===== src/rtl/sequence_player_if.sv =====
// Command and status bundle between the simon_says controller and the sequence player.
// The controller side is the master; the player itself is the slave.
interface sequence_player_if;
    logic       start;
    logic       add_step;
    logic       ext_valid;
    logic [3:0] ext_sym;
    logic       clear;
    logic [3:0] rd_idx;
    logic [3:0] expected;
    logic [9:0] led;
    logic       busy;
    logic       play_done;
    logic [4:0] level;
    logic       full;

    modport master (
        output start, add_step, ext_valid, ext_sym, clear, rd_idx,
        input  expected, led, busy, play_done, level, full
    );

    modport slave (
        input  start, add_step, ext_valid, ext_sym, clear, rd_idx,
        output expected, led, busy, play_done, level, full
    );
endinterface


===== src/rtl/sequence_player.sv =====
// Stores the growing simon_says pattern and plays it back one LED at a time,
// with a registered read port for the answer comparator.
module sequence_player #(
    parameter int         MAX_LEN    = 16,
    parameter int         ON_CYCLES  = 25_000_000,
    parameter int         OFF_CYCLES = 12_500_000,
    parameter logic [7:0] SEED       = 8'hA5
) (
    input  logic               clk,
    input  logic               reset,
    sequence_player_if.slave   bus
);
    localparam int AW      = (MAX_LEN > 1) ? $clog2(MAX_LEN) : 1;
    localparam int CW_ON   = $clog2(ON_CYCLES + 1);
    localparam int CW_OFF  = $clog2(OFF_CYCLES + 1);
    localparam int CW_T    = (CW_ON > CW_OFF) ? CW_ON : CW_OFF;
    localparam int CW      = (CW_T > 25) ? CW_T : 25;
    localparam logic [4:0]    MAX_LVL = 5'(MAX_LEN);
    localparam logic [CW-1:0] ON_LOAD  = CW'(ON_CYCLES - 1);
    localparam logic [CW-1:0] OFF_LOAD = CW'(OFF_CYCLES - 1);

    typedef enum logic [1:0] {ST_IDLE, ST_ON, ST_OFF, ST_DONE} state_t;

    state_t          state, state_nxt;
    logic [CW-1:0]   cnt, cnt_nxt;
    logic            cnt_load;
    logic [AW-1:0]   idx;
    logic            idx_clr, idx_inc;
    logic [4:0]      level;
    logic [7:0]      lfsr;
    logic [3:0]      mem [MAX_LEN];
    logic [3:0]      rnd_sym, add_sym;
    logic            add_ok, last_sym;

    // Folding 10..15 down by ten keeps the random symbol inside 0..9.
    assign rnd_sym  = (lfsr[3:0] >= 4'd10) ? lfsr[3:0] - 4'd10 : lfsr[3:0];
    assign add_sym  = bus.ext_valid ? bus.ext_sym : rnd_sym;
    assign add_ok   = bus.add_step && !bus.clear && (state == ST_IDLE) &&
                      (level < MAX_LVL) && !(bus.ext_valid && (bus.ext_sym > 4'd9));
    assign last_sym = (5'(idx) == level - 5'd1);

    // NOTE: every variable gets a default before the case so no path leaves it unassigned (no latches).
    always_comb begin
        state_nxt = state;
        cnt_load  = 1'b0;
        cnt_nxt   = ON_LOAD;
        idx_clr   = 1'b0;
        idx_inc   = 1'b0;
        case (state)
            ST_IDLE: if (bus.start) begin
                // A same-cycle add_step counts towards the sequence being played.
                if (level != 5'd0 || add_ok) begin
                    state_nxt = ST_ON;
                    cnt_load  = 1'b1;
                    idx_clr   = 1'b1;
                end else begin
                    state_nxt = ST_DONE;
                end
            end
            ST_ON: if (cnt == '0) begin
                state_nxt = ST_OFF;
                cnt_load  = 1'b1;
                cnt_nxt   = OFF_LOAD;
            end
            ST_OFF: if (cnt == '0) begin
                if (last_sym) begin
                    state_nxt = ST_DONE;
                end else begin
                    state_nxt = ST_ON;
                    cnt_load  = 1'b1;
                    idx_inc   = 1'b1;
                end
            end
            default: state_nxt = ST_IDLE;
        endcase
        if (bus.clear) state_nxt = ST_IDLE;

        bus.busy      = (state == ST_ON) || (state == ST_OFF);
        bus.play_done = (state == ST_DONE);
        bus.led       = (state == ST_ON) ? (10'd1 << mem[idx]) : '0;
    end

    // NOTE: sequential state uses non-blocking assignments so every register samples pre-edge values.
    always_ff @(posedge clk) begin
        if (!reset) begin
            state        <= ST_IDLE;
            cnt          <= '0;
            idx          <= '0;
            level        <= '0;
            lfsr         <= SEED;
            bus.expected <= '0;
        end else begin
            state        <= state_nxt;
            lfsr         <= {lfsr[6:0], lfsr[7] ^ lfsr[5] ^ lfsr[4] ^ lfsr[3]};
            bus.expected <= mem[bus.rd_idx[AW-1:0]];
            if (cnt_load)        cnt <= cnt_nxt;
            else if (cnt != '0)  cnt <= cnt - 1'b1;
            if (idx_clr)         idx <= '0;
            else if (idx_inc)    idx <= idx + 1'b1;
            if (bus.clear)       level <= '0;
            else if (add_ok)     level <= level + 5'd1;
        end
    end

    // NOTE: the symbol store has no reset; its contents are meaningless until written.
    always_ff @(posedge clk) begin
        if (reset && add_ok) mem[level[AW-1:0]] <= add_sym;
    end

    assign bus.level = level;
    assign bus.full  = (level == MAX_LVL);
endmodule


===== src/flat_wrapper.sv =====
// flat-port wrapper written by rule: the top's interface ports become plain ports
module sequence_player_flat 
#(
    parameter int         MAX_LEN    = 16,
    parameter int         ON_CYCLES  = 25_000_000,
    parameter int         OFF_CYCLES = 12_500_000,
    parameter logic [7:0] SEED       = 8'hA5
)
  (clk, reset, bus_start, bus_add_step, bus_ext_valid, bus_ext_sym, bus_clear, bus_rd_idx, bus_expected, bus_led, bus_busy, bus_play_done, bus_level, bus_full);
  sequence_player_if bus_i ();
  input  logic clk;
  input  logic reset;
  input wire logic [$bits(bus_i.start)-1:0] bus_start;
  input wire logic [$bits(bus_i.add_step)-1:0] bus_add_step;
  input wire logic [$bits(bus_i.ext_valid)-1:0] bus_ext_valid;
  input wire logic [$bits(bus_i.ext_sym)-1:0] bus_ext_sym;
  input wire logic [$bits(bus_i.clear)-1:0] bus_clear;
  input wire logic [$bits(bus_i.rd_idx)-1:0] bus_rd_idx;
  output wire logic [$bits(bus_i.expected)-1:0] bus_expected;
  output wire logic [$bits(bus_i.led)-1:0] bus_led;
  output wire logic [$bits(bus_i.busy)-1:0] bus_busy;
  output wire logic [$bits(bus_i.play_done)-1:0] bus_play_done;
  output wire logic [$bits(bus_i.level)-1:0] bus_level;
  output wire logic [$bits(bus_i.full)-1:0] bus_full;
  assign bus_i.start = bus_start;
  assign bus_i.add_step = bus_add_step;
  assign bus_i.ext_valid = bus_ext_valid;
  assign bus_i.ext_sym = bus_ext_sym;
  assign bus_i.clear = bus_clear;
  assign bus_i.rd_idx = bus_rd_idx;
  assign bus_expected = bus_i.expected;
  assign bus_led = bus_i.led;
  assign bus_busy = bus_i.busy;
  assign bus_play_done = bus_i.play_done;
  assign bus_level = bus_i.level;
  assign bus_full = bus_i.full;
  sequence_player #(.MAX_LEN(MAX_LEN), .ON_CYCLES(ON_CYCLES), .OFF_CYCLES(OFF_CYCLES), .SEED(SEED)) u_core (.clk(clk), .reset(reset), .bus(bus_i));
endmodule

===== config.mk =====
export PLATFORM = sky130hd
export DESIGN_NAME = sequence_player_flat
export DESIGN_NICKNAME = d
export VERILOG_FILES = /design/src/rtl/sequence_player_if.sv /design/src/rtl/sequence_player.sv /design/src/flat_wrapper.sv
export SDC_FILE = /design/constraint.sdc
export NUM_CORES = 1
export LEC_CHECK = 0
export BUFFER_PORTS_ARGS = -buffer_cell sky130_fd_sc_hd__buf_4
export CORE_MARGIN = 1
export CORE_UTILIZATION = 55
export CTS_BUF_LIST = sky130_fd_sc_hd__clkbuf_16
export DETAILED_ROUTE_END_ITERATION = 16
export PLACE_DENSITY_LB_ADDON = 0.2
export SLEW_MARGIN = 5
export SYNTH_ARGS = -nofsm -noshare
export SYNTH_HDL_FRONTEND = slang
export SYNTH_SLANG_ARGS = --single-unit

===== constraint.sdc =====
create_clock -name clk -period 2.6 [get_ports clk]
set_input_delay 0.52 -clock clk [delete_from_list [all_inputs] [get_ports clk]]
set_output_delay 0.52 -clock clk [all_outputs]
set_load 0.05 [all_outputs]

Word-level counts from Yosys, hierarchy flattened
Memory sizes are Yosys's and may differ from the RTL's. A register that Yosys moved wholly into a read port is not among the register bits. Cells that the tools add are included. Widths: inputs -> output; s select.

Logic and storage cells: 71. ROM bits: 0. Memory bits (writable): 64. Input port bits: 14. Memories: 1. Bits in latches: 0. Output and inout port bits: 22. Flip-flop bits (word level): 44.

Memory list: u_core.mem (words 16, bits a word 4, read ports 2, clocked after Yosys merged registers in 2, write ports 1, line sequence_player.sv:31) `logic [3:0] mem [MAX_LEN];`.

Reductions and logical operators: 19. Equal/unequal tests: 8. Divide/modulo/power cells: 0. Bitwise operators: 4. Add/sub/neg operators: 5. Shift-type cells: 1. Magnitude comparators: 3. Multipliers: 0. Multiplexer cells: 25.

Operators with widths (count): $mux 25 (4); $logic_not 25->1 (1); $reduce_bool 25->1 (1); $sub 25x1->25 const B (1); $mux 4 (4); $mux 10 (1); $mux 2 (5); $shl 1x4->10 const A (1); $mux 1 (9); $logic_and 1x1->1 (6); $pmux 2 s3 (1); $add 5x1->5 const B (1); $eq 4x5->1 (1); $eq 5x5->1 const B (1); $lt 5x5->1 const B (1); $reduce_bool 5->1 (1); $sub 5x1->5 const B (1); $add 4x1->4 const B (1); $eq 2x2->1 const B (2); $ge 4x4->1 const B (1); $gt 4x4->1 const B (1); $ne 2x1->1 const B (2); $reduce_or 2->1 (2); $sub 4x4->4 const B (1); other kinds (10) (15).

Logic depth before layout (Yosys ltp)
Gate-level depths: netlist of run 1.

Depth in word-level cells: 11. Depth in mapped cells: 9. Gate-level depth less buffers: 8.

Worst setup path before layout of run 1
OpenSTA, ideal clock, no wires.

Kind: reg2out. From: reg with a tool-made name. To: out bus_led[0]. Data required time: 2.080 ns. Slack: -0.745 ns. Arrival time: 2.825 ns. Path buffers: 2. Stages on the path, launching flop included: 7. Path through: dfxtp_1 buf_2 buf_2 mux4_2 mux4_2 or2_2 nor2_1.

RTL lines: end: declaration (line flat_wrapper.sv:20) `output wire logic [$bits(bus_i.led)-1:0] bus_led;`.

==> results of run 1 <==
[sequential cells by signal (all words and copies together) (netlist names), named ones only]
signal	cells
u_core.state	2
u_core.idx	4
u_core.bus.level	5
u_core.lfsr	8
u_core.cnt	25
u_core.bus.expected	4
u_core.mem	64
[metrics by stage]
| stage | cell area, µm² | std cells | utilization [%] |
|---|---|---|---|
| floorplan | 5812 | 448 | - |
| global placement | 6284 | 616 | 63.41 |
| detailed placement | 6284 | 616 | 63.41 |
| CTS | 6917 | 651 | 69.80 |
| global route | 6949 | 653 | 70.13 |
| finish | 6949 | 653 | 70.13 |
[final timing paths]
path | start | to | slack, ns
max | flop | bus_led[0] | -0.47
min | u_core.lfsr[6] | u_core.lfsr[7] | 0.41
min reg2reg | u_core.lfsr[6] | u_core.lfsr[7] | 0.41
max reg2reg | u_core.cnt[8] | flop | 0.14
[synthesized netlist by cell type (2+ instances only)]
cell	n
and3_1	4
inv_1	15
nor3_1	10
buf_1	4
or4_4	2
nand3_1	9
nor2_1	50
xnor2_1	12
o31ai_1	2
a21oi_1	19
a31oi_1	3
nand2b_1	6
nand2_1	24
xor2_1	19
o21a_1	3
nand4b_1	2
nor4_1	5
nand3b_1	6
ha_1	12
and2_1	7
nand4_1	6
a211oi_1	3
or4_1	4
o21ai_0	10
or3_1	9
mux2_2	3
nor3b_1	2
dfxtp_1	52
mux4_2	39
mux2i_1	4
edfxtp_1	64
clkbuf_1	9
o211ai_1	3
or2_2	3
buf_2	3
[layer usage]
layer | up-vias | GRT usage (%) | wire [µm]
li1 | 1822 | - | -
met1 | 1939 | 34.03 | 5440
met2 | 183 | 42.04 | 6499
met3 | 36 | 6.734 | 980
met4 | 0 | 13.46 | 401
met5 | - | 0 | 0
[what timing repair did]
item,CTS,global route
gates resized for setup,15,5
hold buffers,0,0
setup buffers,3,2
pin swaps,4,1
gates cloned,0,0
setup endpoints to repair,10,11
[power groups by stage]
stage,Combinational [W],Clock (W),Sequential (W)
3_5_place_dp,0.00146,0,0.00234
4_1_cts,0.00149,0.00217,0.00231
6_report,0.00149,0.00215,0.00231
5_1_grt,0.00165,0.00225,0.00233
3_3_place_gp,0.00144,0,0.00233
2_1_floorplan,0.00114,0,0.00232
[layout make-up]
class	instances	area, µm²
fill	693	2960
clock inverter	15	118.9
timing repair buffer	57	498.0
clock buffer	17	425.4
multi-input combinational	300	2714
inverter	15	56.30
tap	133	166.4
sequential	116	2970
[critical path, cell delays in order (launching register included)]
cell and delay (ns):
dfxtp_4 0.36, buf_12 0.14, mux4_2 0.52, mux4_2 0.54, or2_4 0.32, nor2_4 0.10
buf_6 0.16
[logic make-up after synthesis]
family	count (synthesis)	share of synthesized area, %
fa+ha+maj	12	2.645
simple gates	156	14.70
mux	46	16.77
flops	116	52.19
compound gates	55	6.590
xor+xnor	31	4.783
buf+inv	32	2.314
==> key figures, run 1 <==
Status
  – Status: finished with violations
  – Failing checks: setup timing

Final layout
  – Number of nets in the layout: between 500 and 600
  – Total inserted antenna cells: 0
  – Leading cell type in the layout, fill and taps excluded: edfxtp_1
  – Growth of design area from synthesis to finish: 22.42%
  – Layout cell share with drive strength beyond 1: 31.15%
  – Leading cell types in the layout, fill and taps excluded: edfxtp_1 (64), dfxtp_1 (48), buf_4 (44)

Critical path
  – Crit path DAT: between 2 and 3 ns
  – Critical path endpoint category: primary output
  – Critical path launch point type: flop
  – Worst Path Required: 2.08 ns
  – Worst reg2reg path depth: 6
  – Biggest fanout along the worst timing path: 9
  – Classification of the worst setup path: flop to primary output

Power and ir drop
  – Switching pwr: 0.001913 W
  – Share of total power in combinational logic: between 20 and 30%
  – Sw frac: roughly a third
  – Pwr/cell area: 855.7 nW/µm²
  – Worst vdd ir: 0.4814 mV
  – Leakage power: 2.485 nW
  – Clock share of power: 36.1%
  – Internal: 0.004034 W
  – Sequential share of power: roughly two fifths
  – Total power: 0.005947 W

Synth
  – Cell count after synthesis: between 400 and 500
  – Area share of the leading cell type in the synthesized netlist: 33.85%
  – Post-synth ARST share: 0%
  – Mean instance size in the synthesized netlist: 12.67 µm²
  – Count of warnings emitted by yosys: 0
  – Count of cell types in the netlist: 55
  – Synthesized net count: 474
  – Number of enable-type register cells in the synthesized netlist: 64
  – Top post-synthesis cells by area: edfxtp_1 (34%), dfxtp_1 (18%), mux4_2 (15%), nor2_1 (3.3%), xor2_1 (2.9%)
  – Top flip-flop cell by instance count after synthesis: edfxtp_1
  – Flip-flop and latch count after synthesis: 116
  – Cell type with the highest aggregate area in the netlist: edfxtp_1
  – Netlist Area Pre-Place: ~5700 µm²
  – Sequential area share after synthesis: a little over half

Drt
  – Mean routed wirelength per cell: 20.40 µm
  – Antenna viol nets, final: 0
  – Post-detailed-route DRC marker count: 0
  – Total number of vias: about 4,000
  – Average via count per standard cell: 6.095
  – Sum of routed wire length over all layers: around 13,000 µm
  – Violation count after the first detailed-route iteration: 263
  – Number of optimization iterations in the first detailed-route pass: 5

Global route
  – Number of antenna violations at the first check in global routing: 0
  – Pin count of the biggest net entering global routing: 26
  – Number of global-route vias before repair: 3,941
  – Tot GR Track Use: 26.56%
  – Global-route wire length before repair: 21,000 µm
  – Total congestion overflow after global routing: 0

CTS
  – Clock transition at path regs: about 0.06 ns
  – CTS buffer count: 17
  – TritonCTS clock tree: built
  – Maximum level of the CTS H-tree: 4
  – Clock root buffer: clkbuf_16
  – Number of sinks handled by clock tree synthesis: 116
  – Max Buffers Root-to-Sink: 2
  – Latest clock arrival within the worst-skew pair: 0.42 ns

Floorplan
  – Core footprint: approximately 10000 µm²
  – Initial cell density of the core: 57.29%
  – IO Pins: 36
  – Width of the die: 103.6 µm
  – Vert. Die Dim: between 100 and 150 µm
  – Die Footprint: 10,730 µm²
  – Num rows: 36

STA
  – Setup slack after layout: -0.4702 ns
  – Final setup violating endpoints: 10
  – Relative slew slack: roughly half
  – Crit path time final: 3.070 ns
  – Final Slew Violations: 0
  – Setup repair after global routing missed its margin: yes
  – Tightest Pin Transition: around 0.72 ns
  – Hold Vio Cnt, Final: 0
  – Peak Freq: around 330 MHz
  – Worst Hold Margin: around 0.4 ns
  – Maximum clock skew at final layout: roughly 0.013 ns
  – Fin crit share: 118.1%
  – Sum of negative setup slack: -4.216 ns

Worst hold path
  – Cell depth of the worst min-delay path: 1
  – Hold WC Path Type: flop to flop

Placement
  – HPWL Detailed: roughly 9500 µm
  – Routability Congestion: 0.9017
  – Count of buffers from port buffering: 35
  – Worst setup timing slack at the placement stage: -0.03758 ns

Job
  – Number of max-cap violations: 0
Note: power is estimated with default switching activity, not from simulation.
==> run 2: changes to the inputs <==
--- a/config.mk
+++ b/config.mk
@@ -6,6 +6,7 @@
 export NUM_CORES = 1
 export LEC_CHECK = 0
 export BUFFER_PORTS_ARGS = -buffer_cell sky130_fd_sc_hd__buf_4
+export CAP_MARGIN = 20
 export CORE_MARGIN = 1
 export CORE_UTILIZATION = 55
 export CTS_BUF_LIST = sky130_fd_sc_hd__clkbuf_16
==> constraint.sdc (replaced) <==
create_clock -name clk -period 2.6 [get_ports clk]
set_input_delay 0.52 -clock clk [delete_from_list [all_inputs] [get_ports clk]]
set_output_delay 0.52 -clock clk [all_outputs]
set_load 0.02 [all_outputs]
==> key figures, run 2 (synthesized netlist as in run 1, its figures left out) <==
Status
  – Status: finished with violations
  – Failing checks: setup timing

Final layout
  – Leading cell type in the layout, fill and taps excluded: edfxtp_1
  – Number of nets in the layout: 529 (-0.75%)
  – Number of filler cells placed in the layout: 717 (+3.5%)
  – Max reg flops: 64 (unchanged)
  – Sequential cell area in the final layout: 2967 µm² (-0.13%)
  – Growth of design area from synthesis to finish: 21.09%
  – Total inserted antenna cells: 0 (unchanged)
  – Layout cell share with drive strength beyond 1: 28.29% (-2.9 points)
  – Leading cell types in the layout, fill and taps excluded: edfxtp_1 (64), dfxtp_1 (51), buf_4 (47)
  – Multi-input logic area: 2648 µm² (-2.4%)

STA
  – Fin crit share: 116.5% (-1.5 points)
  – Setup slack after layout: -0.4300 ns (+0.04024 ns)
  – Maximum clock skew at final layout: 0.008076 ns (-0.004922 ns)
  – Worst Hold Margin: 0.4235 ns (+0.01432 ns)
  – Final Slew Violations: 0 (unchanged)
  – Final setup violating endpoints: 10 (unchanged)
  – Hold Vio Cnt, Final: 0 (unchanged)
  – Tightest Pin Transition: 0.7319 ns (+0.01273 ns)
  – Crit path time final: 3.030 ns (-0.04024 ns)
  – Setup repair after global routing missed its margin: yes
  – Relative slew slack: 51.15% (-0.79 points)
  – Sum of negative setup slack: -3.915 ns (+0.3012 ns)
  – Peak Freq: 330.0 MHz (+1.3%)

Drt
  – Average via count per standard cell: 6.017 (-1.3%)
  – Antenna viol nets, final: 0 (unchanged)
  – Total number of vias: 3,905 (-1.9%)
  – Number of optimization iterations in the first detailed-route pass: 4 (-1)
  – Sum of routed wire length over all layers: 13,010 µm (-2.3%)
  – Post-detailed-route DRC marker count: 0 (unchanged)
  – Violation count after the first detailed-route iteration: 264 (+0.38%)
  – Mean routed wirelength per cell: 20.04 µm (-1.7%)

Floorplan
  – IO Pins: 36 (unchanged)
  – Num rows: 36 (unchanged)
  – Core footprint: 9910 µm² (unchanged)
  – Vert. Die Dim: 103.6 µm (unchanged)
  – Die Footprint: 10,730 µm² (unchanged)
  – Initial cell density of the core: 57.29% (unchanged)
  – Width of the die: 103.6 µm (unchanged)

CTS
  – Number of sinks handled by clock tree synthesis: 116 (unchanged)
  – Clock transition at path regs: 0.05 ns (about the same)
  – Clock root buffer: clkbuf_16
  – CTS hold repair buffers: 0 (unchanged)
  – Maximum level of the CTS H-tree: 4 (unchanged)
  – Max Buffers Root-to-Sink: 2 (unchanged)
  – CTS buffer count: 17 (unchanged)
  – TritonCTS clock tree: built
  – Latest clock arrival within the worst-skew pair: 0.42 ns (about the same)

Critical path
  – Worst stage delay on the critical path: 0.55 ns (about the same)
  – Cell repeated most along the worst path: mux4_2
  – CP cell instances: buf_12 > mux4_2 > mux4_2 > or2_4 > nor2_4 > buf_6
  – Critical Path Slowest Stage Cell: mux4_2
  – CP delay by family, top: multiplexers
  – R2R Path Start: u_core.cnt[8]
  – Critical path endpoint category: primary output
  – Critical path launch point type: flop
  – Critical Path Stages: 6 (unchanged)
  – Worst Path Buf+Inv: 2 (unchanged)
  – Slack of the worst reg-to-reg path: 0.20 ns (+0.06 ns)
  – Biggest fanout along the worst timing path: 8 (-1)
  – Crit path DAT: 2.51 ns (-0.04 ns)
  – Worst reg2reg path depth: 6 (unchanged)
  – Classification of the worst setup path: flop to primary output
  – Worst Path Required: 2.08 ns (about the same)
  – Capture point of the critical path: bus_led[8]

Power and ir drop
  – Worst vdd ir: 0.5451 mV (+13%)
  – Pwr/cell area: 891.5 nW/µm² (+4.2%)
  – Leakage power: 2.471 nW (-0.57%)

Placement
  – Routability Congestion: 0.8425 (-6.6%)
  – HPWL Detailed: 9046 µm (-4.9%)
  – Count of buffers from port buffering: 35 (unchanged)

Global route
  – Global-route wire length before repair: 21,050 µm (+0.26%)
  – Number of global-route vias before repair: 3,901 (-1.0%)
  – Number of antenna violations at the first check in global routing: 0 (unchanged)
  – Total congestion overflow after global routing: 0 (unchanged)
  – Pin count of the biggest net entering global routing: 26 (unchanged)
  – Tot GR Track Use: 26.41% (-0.15 points)

Worst hold path
  – Hold WC Path Type: input port to flop

Job
  – Number of max-cap violations: 0 (unchanged)
run 2: cell count changes in the layout (fill, tap and decap cells not counted), moves of 3 or more:
| cell | before | now |
|---|---|---|
| buf_4 | 44 | 47 |
| buf_6 | 10 | 4 |
| bufinv_16 | 0 | 3 |
| dfxtp_1 | 48 | 51 |
| dfxtp_2 | 3 | 0 |
| inv_6 | 7 | 1 |
| nor2_1 | 40 | 44 |
| nor2_4 | 10 | 4 |
run 2: per-layer routing:
| layer | GRT usage (%) | up-vias | part of all wire, % | routed length (µm) |
|---|---|---|---|---|
| met1 | 36.15 | 1895 | 43 | 5634 |
| met5 | 0 | - | 0 | 0 |
| met3 | 6.042 | 25 | 7.7 | 1008 |
| li1 | - | 1818 | - | - |
| met4 | 12.73 | 0 | 2.0 | 255 |
| met2 | 40.03 | 167 | 47 | 6110 |
run 2: timing repair:
| item | in CTS | in global routing |
|---|---|---|
| buffers inserted | 3 | 0 |
| pin swaps | 7 | 2 |
| cloned | 1 | 0 |
| setup endpoints to repair | 10 | 10 |
| resized for setup | 16 | 0 |
run 2: per-stage QoR:
stage | utilization [%] | instances | setup slack [ns] | total power, W | area (µm²)
CTS | 69.37 | 649 | -0.4588 | 0.006143 | 6874
finish | 69.37 | 649 | -0.4300 | 0.006128 | 6874
global route | 69.37 | 649 | -0.4991 | 0.006427 | 6874
global placement | 62.32 | 613 | -0.009230 | 0.003731 | 6176
floorplan | - | 448 | -0.05540 | 0.003422 | 5717
detailed placement | 62.32 | 613 | -0.07067 | 0.003773 | 6176
run 2: area by class of cell:
type	instances	share of cell area, %
clock inverters	15	2.421
multi-input cells	300	38.51
well taps	133	2.421
clock buffers	17	6.189
flip-flops and latches	116	43.16
repair buffers	53	6.480
inverters	15	0.8191
run 2: how the worst min path moves through the flow:
stage	startpoint	to	slack [ns]	cells after the start
floorplan	u_core.lfsr[6]	u_core.lfsr[7]	0.39	1
global placement	u_core.lfsr[6]	u_core.lfsr[7]	0.39	1
detailed placement	u_core.lfsr[6]	u_core.lfsr[7]	0.43	1
CTS	reset	u_core.lfsr[0]	0.42	2
global route	reset	u_core.lfsr[0]	0.43	2
finish	reset	u_core.lfsr[0]	0.42	2
run 2: report_power, final:
| group | internal, W | switching [W] | leakage, nW |
|---|---|---|---|
| logic | 0.000653 | 0.000812 | 1.17 |
| clock network | 0.00149 | 0.000858 | 0.293 |
| registers | 0.00214 | 0.000173 | 1.00 |
| total | 0.00428 | 0.00184 | 2.47 |
